[src/rtl/fp_divsqrt_seq_pkg.sv]
// Shared types for the divide/sqrt issue sequencer: formats, rounding modes,
// unrounded result bundle and the sequencer's op/state encodings.
package fp_divsqrt_seq_pkg;

  typedef enum logic [1:0] {FP16, FP32, FP64} fp_format_e;

  localparam int FP_MAX_W  = 64;
  localparam int SEQ_LAT_W = 16;

  typedef enum logic [2:0] {
    RNE = 3'd0,
    RTZ = 3'd1,
    RDN = 3'd2,
    RUP = 3'd3,
    RMM = 3'd4
  } roundmode_e;

  typedef struct packed {
    logic nv;
    logic dz;
    logic of;
    logic uf;
    logic nx;
  } fp_flags_t;

  // Pre-rounding result: packed value plus guard/sticky for fp_rnd.
  typedef struct packed {
    logic [FP_MAX_W-1:0] val;
    logic                guard;
    logic                sticky;
    fp_flags_t           flags;
  } uround_res_t;

  typedef enum logic {OP_DIV, OP_SQRT} divsqrt_op_e;

  typedef enum logic [1:0] {IDLE, START, BUSY, HOLD} seq_state_e;

  function automatic int fp_width(fp_format_e f);
    case (f)
      FP16:    return 16;
      FP64:    return 64;
      default: return 32;
    endcase
  endfunction

  function automatic uround_res_t fp_qnan_res(fp_format_e f);
    uround_res_t r;
    r = '0;
    case (f)
      FP16:    r.val = 64'h0000_0000_0000_7E00;
      FP64:    r.val = 64'h7FF8_0000_0000_0000;
      default: r.val = 64'h0000_0000_7FC0_0000;
    endcase
    r.flags.nv = 1'b1;
    return r;
  endfunction

endpackage

[src/rtl/fp_divsqrt_seq.sv]
// Issue sequencer for the iterative fp_div / fp_sqrt units; one op in flight.
// Optional BUSY watchdog enabled by defining FP_SEQ_WDOG_EN.
module fp_divsqrt_seq
  import fp_divsqrt_seq_pkg::*;
#(
  parameter fp_format_e FP_FORMAT = FP32,
  parameter int         TAG_W     = 4,
  parameter int         TIMEOUT   = 255,
  localparam int        FP_WIDTH  = fp_width(FP_FORMAT)
) (
  input  logic                 clk_i,
  input  logic                 reset_i,
  input  logic                 kill_i,
  input  logic                 in_valid_i,
  output logic                 in_ready_o,
  input  logic                 op_i,
  input  logic [FP_WIDTH-1:0]  a_i,
  input  logic [FP_WIDTH-1:0]  b_i,
  input  roundmode_e           rnd_i,
  input  logic [TAG_W-1:0]     tag_i,
  output logic [FP_WIDTH-1:0]  a_o,
  output logic [FP_WIDTH-1:0]  b_o,
  output logic                 div_start_o,
  output logic                 sqrt_start_o,
  input  logic                 div_done_i,
  input  logic                 sqrt_done_i,
  input  uround_res_t          div_urnd_i,
  input  uround_res_t          sqrt_urnd_i,
  input  logic                 div_dz_i,
  output logic                 out_valid_o,
  input  logic                 out_ready_i,
  output uround_res_t          urnd_result_o,
  output roundmode_e           rnd_o,
  output logic                 dz_o,
  output logic [TAG_W-1:0]     tag_o,
  output logic [SEQ_LAT_W-1:0] lat_o,
  output logic                 timeout_o
);

`ifdef FP_SEQ_WDOG_EN
  localparam bit WDOG_EN = 1'b1;
`else
  localparam bit WDOG_EN = 1'b0;
`endif

  localparam logic [SEQ_LAT_W-1:0] TIMEOUT_CNT = SEQ_LAT_W'(TIMEOUT);

  seq_state_e           state_q;
  divsqrt_op_e          op_q;
  logic [FP_WIDTH-1:0]  a_q, b_q;
  roundmode_e           rnd_q;
  logic [TAG_W-1:0]     tag_q;
  logic [SEQ_LAT_W-1:0] cnt_q, cnt_d, lat_q;
  uround_res_t          res_q;
  logic                 dz_q;
  logic                 in_ready_q, out_valid_q;
  logic                 div_start_q, sqrt_start_q, timeout_q;
  logic                 sel_done, wdog_hit;

  // Counter saturates so a stuck unit cannot wrap the latency report.
  assign cnt_d    = (cnt_q == '1) ? cnt_q : cnt_q + 1'b1;
  assign sel_done = (op_q == OP_SQRT) ? sqrt_done_i : div_done_i;
  assign wdog_hit = WDOG_EN && (cnt_d == TIMEOUT_CNT);

  always_ff @(posedge clk_i or negedge reset_i) begin
    if (!reset_i) begin
      state_q      <= IDLE;
      op_q         <= OP_DIV;
      a_q          <= '0;
      b_q          <= '0;
      rnd_q        <= RNE;
      tag_q        <= '0;
      cnt_q        <= '0;
      lat_q        <= '0;
      res_q        <= '0;
      dz_q         <= 1'b0;
      in_ready_q   <= 1'b0;
      out_valid_q  <= 1'b0;
      div_start_q  <= 1'b0;
      sqrt_start_q <= 1'b0;
      timeout_q    <= 1'b0;
    end else begin
      div_start_q  <= 1'b0;
      sqrt_start_q <= 1'b0;
      timeout_q    <= 1'b0;
      if (kill_i) begin
        state_q     <= IDLE;
        out_valid_q <= 1'b0;
        in_ready_q  <= 1'b1;
      end else begin
        case (state_q)
          IDLE: begin
            in_ready_q <= 1'b1;
            if (in_valid_i && in_ready_q) begin
              op_q         <= divsqrt_op_e'(op_i);
              a_q          <= a_i;
              b_q          <= b_i;
              rnd_q        <= rnd_i;
              tag_q        <= tag_i;
              cnt_q        <= '0;
              in_ready_q   <= 1'b0;
              div_start_q  <= (op_i == 1'b0);
              sqrt_start_q <= (op_i == 1'b1);
              state_q      <= START;
            end
          end
          START: state_q <= BUSY;
          BUSY: begin
            cnt_q <= cnt_d;
            if (sel_done) begin
              res_q       <= (op_q == OP_SQRT) ? sqrt_urnd_i : div_urnd_i;
              dz_q        <= div_dz_i && (op_q == OP_DIV);
              lat_q       <= cnt_d;
              out_valid_q <= 1'b1;
              state_q     <= HOLD;
            end else if (wdog_hit) begin
              res_q       <= fp_qnan_res(FP_FORMAT);
              dz_q        <= 1'b0;
              lat_q       <= TIMEOUT_CNT;
              timeout_q   <= 1'b1;
              out_valid_q <= 1'b1;
              state_q     <= HOLD;
            end
          end
          HOLD: begin
            if (out_ready_i) begin
              out_valid_q <= 1'b0;
              in_ready_q  <= 1'b1;
              state_q     <= IDLE;
            end
          end
          default: state_q <= IDLE;
        endcase
      end
    end
  end

  assign in_ready_o    = in_ready_q;
  assign a_o           = a_q;
  assign b_o           = b_q;
  assign div_start_o   = div_start_q;
  assign sqrt_start_o  = sqrt_start_q;
  assign out_valid_o   = out_valid_q;
  assign urnd_result_o = res_q;
  assign rnd_o         = rnd_q;
  assign dz_o          = dz_q;
  assign tag_o         = tag_q;
  assign lat_o         = lat_q;
  assign timeout_o     = timeout_q;

endmodule

[config.mk]
export PLATFORM = sky130hd
export DESIGN_NAME = fp_divsqrt_seq
export DESIGN_NICKNAME = d
export VERILOG_FILES = /design/src/rtl/fp_divsqrt_seq_pkg.sv /design/src/rtl/fp_divsqrt_seq.sv
export SDC_FILE = /design/constraint.sdc
export NUM_CORES = 1
export LEC_CHECK = 0
export CORE_ASPECT_RATIO = 0.7
export CORE_MARGIN = 8
export CORE_UTILIZATION = 41
export DETAILED_ROUTE_END_ITERATION = 10
export PLACE_DENSITY = 0.8
export SLEW_MARGIN = 10
export SYNTH_ARGS = -nofsm -noshare
export SYNTH_HDL_FRONTEND = slang
export SYNTH_SLANG_ARGS = --single-unit
[constraint.sdc]
create_clock -name clk_i -period 2.45 [get_ports clk_i]
set_clock_uncertainty 0.15 [all_clocks]
set_input_delay 0.49 -clock clk_i [delete_from_list [all_inputs] [get_ports clk_i]]
set_output_delay 0.49 -clock clk_i [all_outputs]
set_load 0.01 [all_outputs]
* Yosys cells after proc, flatten, opt, wreduce, memory -nomap -nowiden
Cells that the tools add are included.
Storage, ports and cells: flip-flop bits (word level) 182, input bits 222, output and inout bits 164
Operators by class: $add $sub $neg 1, equal/unequal tests 8, multiplexer cells 24, bitwise gates (word level) 3, reductions and logical operators 12
Operators by type and width (count):
- two-way mux 71 bit | 1
- two-way mux 16 bit | 2
- case mux 16 bit (2 select lines) | 1
- adder 16 x 1 -> 16 bit (second input constant) | 1
- equality test 16 bit (second input constant) | 1
- AND reduction 3 bit | 5
- two-way mux 1 bit | 13
- != test 3 bit (second input constant) | 3
- two-way mux 2 bit | 4
- case mux 2 bit (4 select lines) | 1
- nonzero test 3 bit | 2
- equality test 2 bit (second input constant) | 2
- case mux 1 bit (2 select lines) | 2
- NOT 1 bit | 3
- equality test 2 x 1 -> 1 bit (second input constant) | 1
- logical AND 1 bit | 2
- logical NOT 2 bit | 1
- != test 2 bit (second input constant) | 1
- AND reduction 2 bit | 1
- nonzero test 2 bit | 1

* Depth between registers and ports, before layout
Gate-level depths: netlist of the first run.
word-level depth 4, depth in mapped cells 10

* Worst setup path after synthesis of the first run
OpenSTA, ideal clock, no wires.
path type register to register, start point register cnt_q[0], end point register lat_q[2] (netlist: lat_o[2]), library setup time 92 ps, arrival 1915 ps, path slack 293 ps, cell stages (with the launch flop) 7, period minus slack after synthesis 2157 ps, cells stage by stage dfrtp_1 > ha_1 > nand3_2 > or4_4 > buf_6 > and3_4 > o31ai_2
Between the ends: longest elaborated chain between the ends 2
RTL lines:
- from (decl) | RTL line fp_divsqrt_seq.sv:53 | logic [SEQ_LAT_W-1:0] cnt_q, cnt_d, lat_q;
- from (signal assigned) | RTL line fp_divsqrt_seq.sv:109 | cnt_q <= cnt_d;
- adder 16 x 1 -> 16 bit or equality test 16 bit (tied branches) | RTL line fp_divsqrt_seq.sv:61 | assign cnt_d = (cnt_q == '1) ? cnt_q : cnt_q + 1'b1;
- two-way mux 16 bit * | RTL line fp_divsqrt_seq.sv:61
- to (signal assigned) | RTL line fp_divsqrt_seq.sv:113 | lat_q <= cnt_d;
- to (decl) | RTL line fp_divsqrt_seq.sv:53
Every way passes the cells marked *; elsewhere a longest branch is shown, timed or not. A chain may end at the register's enable or synchronous reset.

* Worst setup path in the final report of the first run
start point register cnt_q[1], end point register cnt_q[0]
Between the ends: longest elaborated chain between the ends 3
RTL lines:
- equality test 16 bit | RTL line fp_divsqrt_seq.sv:61
- two-way mux 16 bit | RTL line fp_divsqrt_seq.sv:61
- case mux 16 bit (2 select lines) | RTL line fp_divsqrt_seq.sv:91 | case (state_q)
Every way passes these cells.

==> impl_metrics.py, run 1 <==
metrics = {
    "final_layout": {
        "fin_util_pct": 67.2,
        "instances_no_fill": 1356,
        "diodes": 0,
        "syn_to_final_growth_pct": 59.7,
        "drive_above_1_share_pct": 13.0,
        "final_nets": 1305,
    },
    "floorplan": {
        "ios": 386,
        "die_h_um": 133,
        "die_area_um2": 24400,
        "core_um2": 19100,
        "initial_utilization_pct": 42.1,
        "fp.dieW_um": 183,
        "placementRows": 42,
    },
    "clock_tree": {
        "cts_buffers": 17,
        "clock_path_buffers": 2,
        "cts_tree": "yes",
        "cts_root_buf": "clkbuf_16",
        "clk_pin_slew_ns": 0.07,
        "htreeDepth": 4,
        "cts.sinks": 182,
        "clock_latency_ns": 0.42,
    },
    "grt": {
        "grt_overflow": 0,
        "grt_pass1_wl_um": 40800,
        "track_usage_pct": 21.7,
        "grt_max_degree": 74,
        "grt_pass1_vias": 6925,
        "antenna_found_initial": 1,
    },
    "logic_synthesis": {
        "synth_top_area_cell": "dfrtp_1",
        "synth_ff_type": "dfrtp_1",
        "synth-simple-area-share_pct": 10.2,
        "synth.area.mux_share_pct": 19.6,
        "ys_seq_area_share_pct": 56.7,
        "async_reset_ff_share_pct": 100,
        "yosysMostFrequentCell": "dfrtp_1",
        "yosys_warnings": 0,
        "yosys.area.top_type_share_pct": 56.7,
        "synth_xor_area_share_pct": 0.436,
        "syn_nets": 923,
        "avgSynthCellArea_um2": 11.5,
        "postSynthCellCount": 697,
        "synth-compound-area-share_pct": 9.47,
        "synth.distinct_cells": 52,
        "synth_edf_count": 0,
        "synth_top_family_by_area": "multiplexers",
        "ys_ff_latch": 182,
        "synthAdderAreaFrac_pct": 0.623,
        "synth_area_um2": 8030,
        "synth_common_cells": "dfrtp_1, o21ai_0, nand2_1",
        "synth_area_leaders": "dfrtp_1, mux2_2, mux2i_1, o21ai_0, nand2_1",
    },
    "run_status": {
        "outcome": "finished, final reports clean",
    },
    "routing": {
        "firstDrtPassIters": 4,
        "postRouteAntennaNets": 0,
        "num_vias": 6680,
        "routedWlPerCell_um": 19.7,
        "drc": 0,
        "vias_per_cell": 4.93,
        "drt_iter0_drc": 347,
        "wirelength_um": 26700,
    },
    "place": {
        "gp_congestion": 0.867,
        "dp_hpwl_um": 21200,
        "io_buffers": 384,
        "dp_slack_ns": 0.106,
        "dp_cells": 1323,
    },
    "timing": {
        "max_freq_mhz": 438,
        "period_share_pct": 93.1,
        "finalHoldViolCount": 0,
        "setup_viol": 0,
        "relSlewSlack_pct": 63.6,
        "max_slew.worst_pin.slew_ns": 0.546,
        "fin_hold_ws_ns": 0.324,
        "final_max_slew_viol_count": 0,
        "rsz0062_at_grt": "false",
        "min_period_ns": 2.28,
        "setup_slack_ns": 0.168,
        "fin_setup_tns_ns": 0,
    },
    "run": {
        "maxCapViolations": 0,
    },
    "setup_path": {
        "critPathRequiredTime_ns": 2.66,
        "cp_max_fo": 9,
        "arrival_ns": 2.50,
        "path_cells": "ha_1, nand3_2, or4_4, o21ai_0, mux2_2",
        "crit_type": "reg -> reg",
        "cp-start-kind": "register",
        "slowest_delay_ns": 0.66,
        "slowest_stage": "or4_4",
        "cp-end-kind": "register",
        "r2r_start": "cnt_q[1]",
        "startpoint": "cnt_q[1]",
    },
    "pwr": {
        "max-vdd-ir-drop_uv": 494,
        "p_int_mw": 9.02,
        "swShare_pct": 33.0,
        "pwr-share-comb_pct": 44.3,
        "power.switching_mw": 4.44,
        "p_leak_nw": 5.44,
        "seqPwrFrac_pct": 36.2,
        "p_clk_share_pct": 19.6,
        "p_per_area_nw_per_um2": 1050,
    },
    "hold_path": {
        "holdCritStartpoint": "dz_o",
        "holdCritPathClass": "reg -> reg",
    },
}
power by group through the flow:
stage	Sequential (mW)	Combinational [mW]	Clock (mW)
2_1_floorplan	5.42	1.90	0
3_3_place_gp	4.85	5.93	0
3_5_place_dp	4.92	6.05	0
4_1_cts	4.88	6.08	2.70
5_1_grt	5.02	6.36	2.82
6_report	4.87	5.96	2.63
per-stage QoR:
stage,power (mW),area [um^2]
final,13.5,12800
after global routing,14.2,12800
after CTS,13.7,12800
after detailed placement,11.0,12300
after global placement,10.8,12300
after floorplan,7.32,8030
cell families after synthesis:
group,Yosys count
muxes,148
other,1
AOI/OAI and AO/OA,136
and+or+nand+nor,168
xor gates and xnor gates,4
buffers and inverters,54
DFF,182
adders and majority gates,4
path summary, 6_finish.rpt:
path / end / slack [ns] / cells past startpoint
max in group asynchronous: b_o[22] / 1.04 / 3
setup / recovery: cnt_q[0] / 0.17 / 5
min in group asynchronous: b_o[2] / 0.46 / 2
hold reg to reg: dz_o / 0.32 / 2
setup reg to reg: cnt_q[0] / 0.17 / 5
hold / removal: dz_o / 0.32 / 2
placed cells by master, fill, tap and decap left out, types with 3 or more instances in the layout:
master           count
nor2_1              21
mux2i_1             75
inv_8                4
o31ai_1              3
nand2_1             95
xnor2_1              4
clkdlybuf4s50_1    383
clkinv_4             5
dfrtp_1            181
nor4_1               5
and4_1               3
buf_4               18
mux2_2              73
o21ai_0             97
a21oi_1             10
or3_1                4
ha_1                 4
a31oi_1             10
inv_1                9
clkbuf_16           17
nor3_1              13
nand3_1              5
nand3b_1             3
buf_12               5
metal layers:
layer	GRT usage, %	share of wire, %	up-vias
li1	-	-	3226
met3	8.39	9.5	26
met2	36.9	49	223
met1	25.2	40	3203
met4	5.68	1.8	2
met5	0	0.049	-
timing repair:
| action | CTS | global route |
|---|---|---|
| gates resized for setup | 0 | 0 |
| setup buffers | 0 | 0 |
| endpoints found under the hold margin | 53 | 0 |
| hold buffers | 1 | 0 |
worst max-delay path: cells and delay by family (launching register included):
family | cells | cell delay [ns]
compound gates | 1 | 0.25
fa+ha+maj | 1 | 0.32
flops | 1 | 0.47
mux | 1 | 0.19
simple gates | 2 | 0.85
state kept, by name, summed over array words and instances (netlist names):
name / cells
urnd_result_o: 71
a_o: 32
b_o: 32
cnt_q: 16
lat_o: 16
tag_o: 4
rnd_o: 3
state_q: 2
div_start_o: 1
dz_o: 1
in_ready_o: 1
op_q: 1
out_valid_o: 1
sqrt_start_o: 1
cell type report:
type / instances / area [um^2]
Sequential cell: 182 / 4560
Multi-Input combinational cell: 461 / 3250
Inverter: 9 / 33.8
Clock buffer: 18 / 429
Clock inverter: 14 / 138
Timing Repair Buffer: 408 / 4090
Tap cell: 264 / 330
Fill cell: 1485 / 6250
No activity file was read; power rests on OpenSTA's default activity.
==> run 2, diff against run 1 <==
--- a/config.mk
+++ b/config.mk
@@ -10,7 +10,7 @@
 export CORE_UTILIZATION = 41
 export DETAILED_ROUTE_END_ITERATION = 10
 export PLACE_DENSITY = 0.8
-export SLEW_MARGIN = 10
+export SLEW_MARGIN = 5
 export SYNTH_ARGS = -nofsm -noshare
 export SYNTH_HDL_FRONTEND = slang
 export SYNTH_SLANG_ARGS = --single-unit
==> results of run 2 <==
Same layout as run 1: the final DEF is identical, and so are final timing and power.
==> run 3, diff against run 2 <==
--- a/config.mk
+++ b/config.mk
@@ -10,6 +10,7 @@
 export CORE_UTILIZATION = 41
 export DETAILED_ROUTE_END_ITERATION = 10
 export PLACE_DENSITY = 0.8
+export REMOVE_ABC_BUFFERS = 1
 export SLEW_MARGIN = 5
 export SYNTH_ARGS = -nofsm -noshare
 export SYNTH_HDL_FRONTEND = slang
==> run 3 against run 2 <==
Die area is the same. Global-route usage rose by 0.57 points. First-iteration DRC count increased by 17%. Critical path depth did not move. Design area increased by 0.99%. Total power grew 1.0%. Utilization is 0.66 points higher. Clock-buffer cell count down 1. Worst setup slack better by 0.024 ns. Via count is 2.8% higher. Cell count rose by 0.44%. Critical endpoint is now lat_o[2].
==> impl_metrics.py, run 3 (same netlist as run 1, synthesis figures left out) <==
metrics = {
    "run_status": {
        "outcome": "finished, final reports clean",
    },
    "hold_path": {
        "holdCritPathClass": "reg -> reg",
    },
    "grt": {
        "antenna_found_initial": 6,
        "grt_overflow": 0,
        "grt_pass1_vias": 6961,
        "grt_pass1_wl_um": 41600,
        "track_usage_pct": 22.2,
        "grt_max_degree": 74,
    },
    "clock_tree": {
        "cts.sinks": 182,
        "clk_pin_slew_ns": 0.08,
        "cts-resized-gates": 0,
        "cts_buffers": 17,
        "htreeDepth": 4,
        "clock_path_buffers": 2,
        "clock_latency_ns": 0.42,
        "cts_root_buf": "clkbuf_16",
        "ctsHoldBuffers": 1,
        "postCtsSetupRepairBufs": 0,
        "cts_tree": "yes",
    },
    "timing": {
        "min_period_ns": 2.26,
        "relSlewSlack_pct": 63.2,
        "final_max_slew_viol_count": 0,
        "rsz0062_at_grt": "false",
        "fin_setup_tns_ns": 0,
        "period_share_pct": 92.2,
        "fin_hold_ws_ns": 0.330,
        "setup_slack_ns": 0.192,
        "max_freq_mhz": 443,
        "finalHoldViolCount": 0,
        "max_slew.worst_pin.slew_ns": 0.546,
        "setup_viol": 0,
    },
    "final_layout": {
        "final_nets": 1309,
        "syn_to_final_growth_pct": 61.2,
        "largest_reg_flops": 71,
        "final_cell_mix": "clkdlybuf4s50_1, dfrtp_1, o21ai_0",
        "instances_no_fill": 1362,
        "final_common_cell": "clkdlybuf4s50_1",
        "fin_util_pct": 67.9,
        "drive_above_1_share_pct": 13.4,
        "final_cell_area_um2": 13000,
    },
    "pwr": {
        "total_power_mw": 13.6,
        "p_per_area_nw_per_um2": 1050,
        "max-vdd-ir-drop_uv": 476,
        "p_leak_nw": 5.50,
    },
    "setup_path": {
        "arrival_ns": 2.44,
        "critPathRequiredTime_ns": 2.63,
        "cp_max_fo": 9,
        "cp-start-kind": "register",
        "slowest_delay_ns": 0.66,
        "slowest_stage": "or4_4",
        "crit_type": "reg -> reg",
        "path_cells": "ha_1, nand3_2, or4_4, and3_4, o31ai_2",
        "cp-end-kind": "register",
    },
    "routing": {
        "drc": 0,
        "drt_iter0_drc": 406,
        "num_vias": 6870,
        "postRouteAntennaNets": 0,
        "vias_per_cell": 5.04,
        "wirelength_um": 27600,
        "routedWlPerCell_um": 20.2,
        "firstDrtPassIters": 4,
    },
    "place": {
        "dp_slack_ns": 0.116,
        "dp_hpwl_um": 21900,
        "dp_cells": 1327,
        "gp_congestion": 0.851,
        "dpl_cell_area_um2": 12400,
        "io_buffers": 384,
    },
    "floorplan": {
        "initial_utilization_pct": 42.1,
        "fp.dieW_um": 183,
        "placementRows": 42,
        "core_um2": 19100,
        "die_area_um2": 24400,
        "die_h_um": 133,
        "ios": 386,
    },
    "run": {
        "maxCapViolations": 0,
    },
}
[run 3: cell count changes in the layout (fill, tap and decap cells not counted), sizes merged]
cell      previous run  this run
buf                 23        27
clkbuf              19        18
clkinvlp             2         0
diode                0         2
inv                 15        18
[run 3: final timing paths]
path                                        start                 to  slack, ns  cells past startpoint
worst max register to register           cnt_q[0]           lat_o[2]       0.19                      5
max in group asynchronous                 reset_i  urnd_result_o[58]       1.11                      3
worst max-delay path                     cnt_q[0]           lat_o[2]       0.19                      5
min in group asynchronous                 reset_i  urnd_result_o[61]       0.41                      2
worst min register to register  urnd_result_o[50]  urnd_result_o[50]       0.33                      2
worst min-delay path            urnd_result_o[50]  urnd_result_o[50]       0.33                      2
[run 3: layout make-up]
cell class                      count  area, um^2
Sequential cell                   182        4560
Antenna cell                        2        5.00
Clock buffer                       17         425
Inverter                            9        33.8
Fill cell                        1466        6120
Multi-Input combinational cell    461        3250
Tap cell                          264         330
Timing Repair Buffer              412        4200
Clock inverter                     15         158
[run 3: worst max-delay path, delay by kind of cell, from the launching register on]
family,cells,cell delay (ns)
adder cells (fa/ha/maj),1,0.31
AND/OR/NAND/NOR,3,1.06
flip-flops,1,0.46
AO/OA/AOI/OAI,1,0.20
[run 3: where the power goes]
| part | leakage [nW] | internal [mW] | switching, mW |
|---|---|---|---|
| registers | 2.28 | 4.22 | 0.656 |
| logic | 2.94 | 3.49 | 2.52 |
| clock network | 0.289 | 1.37 | 1.34 |
| total | 5.50 | 9.08 | 4.51 |
[run 3: layer usage]
layer	routed length [um]	up-vias	track usage (%)
li1	-	3259	-
met5	47	-	0
met2	13500	244	36.8
met3	2410	36	8.34
met1	11100	3323	26.8
met4	513	8	6.31
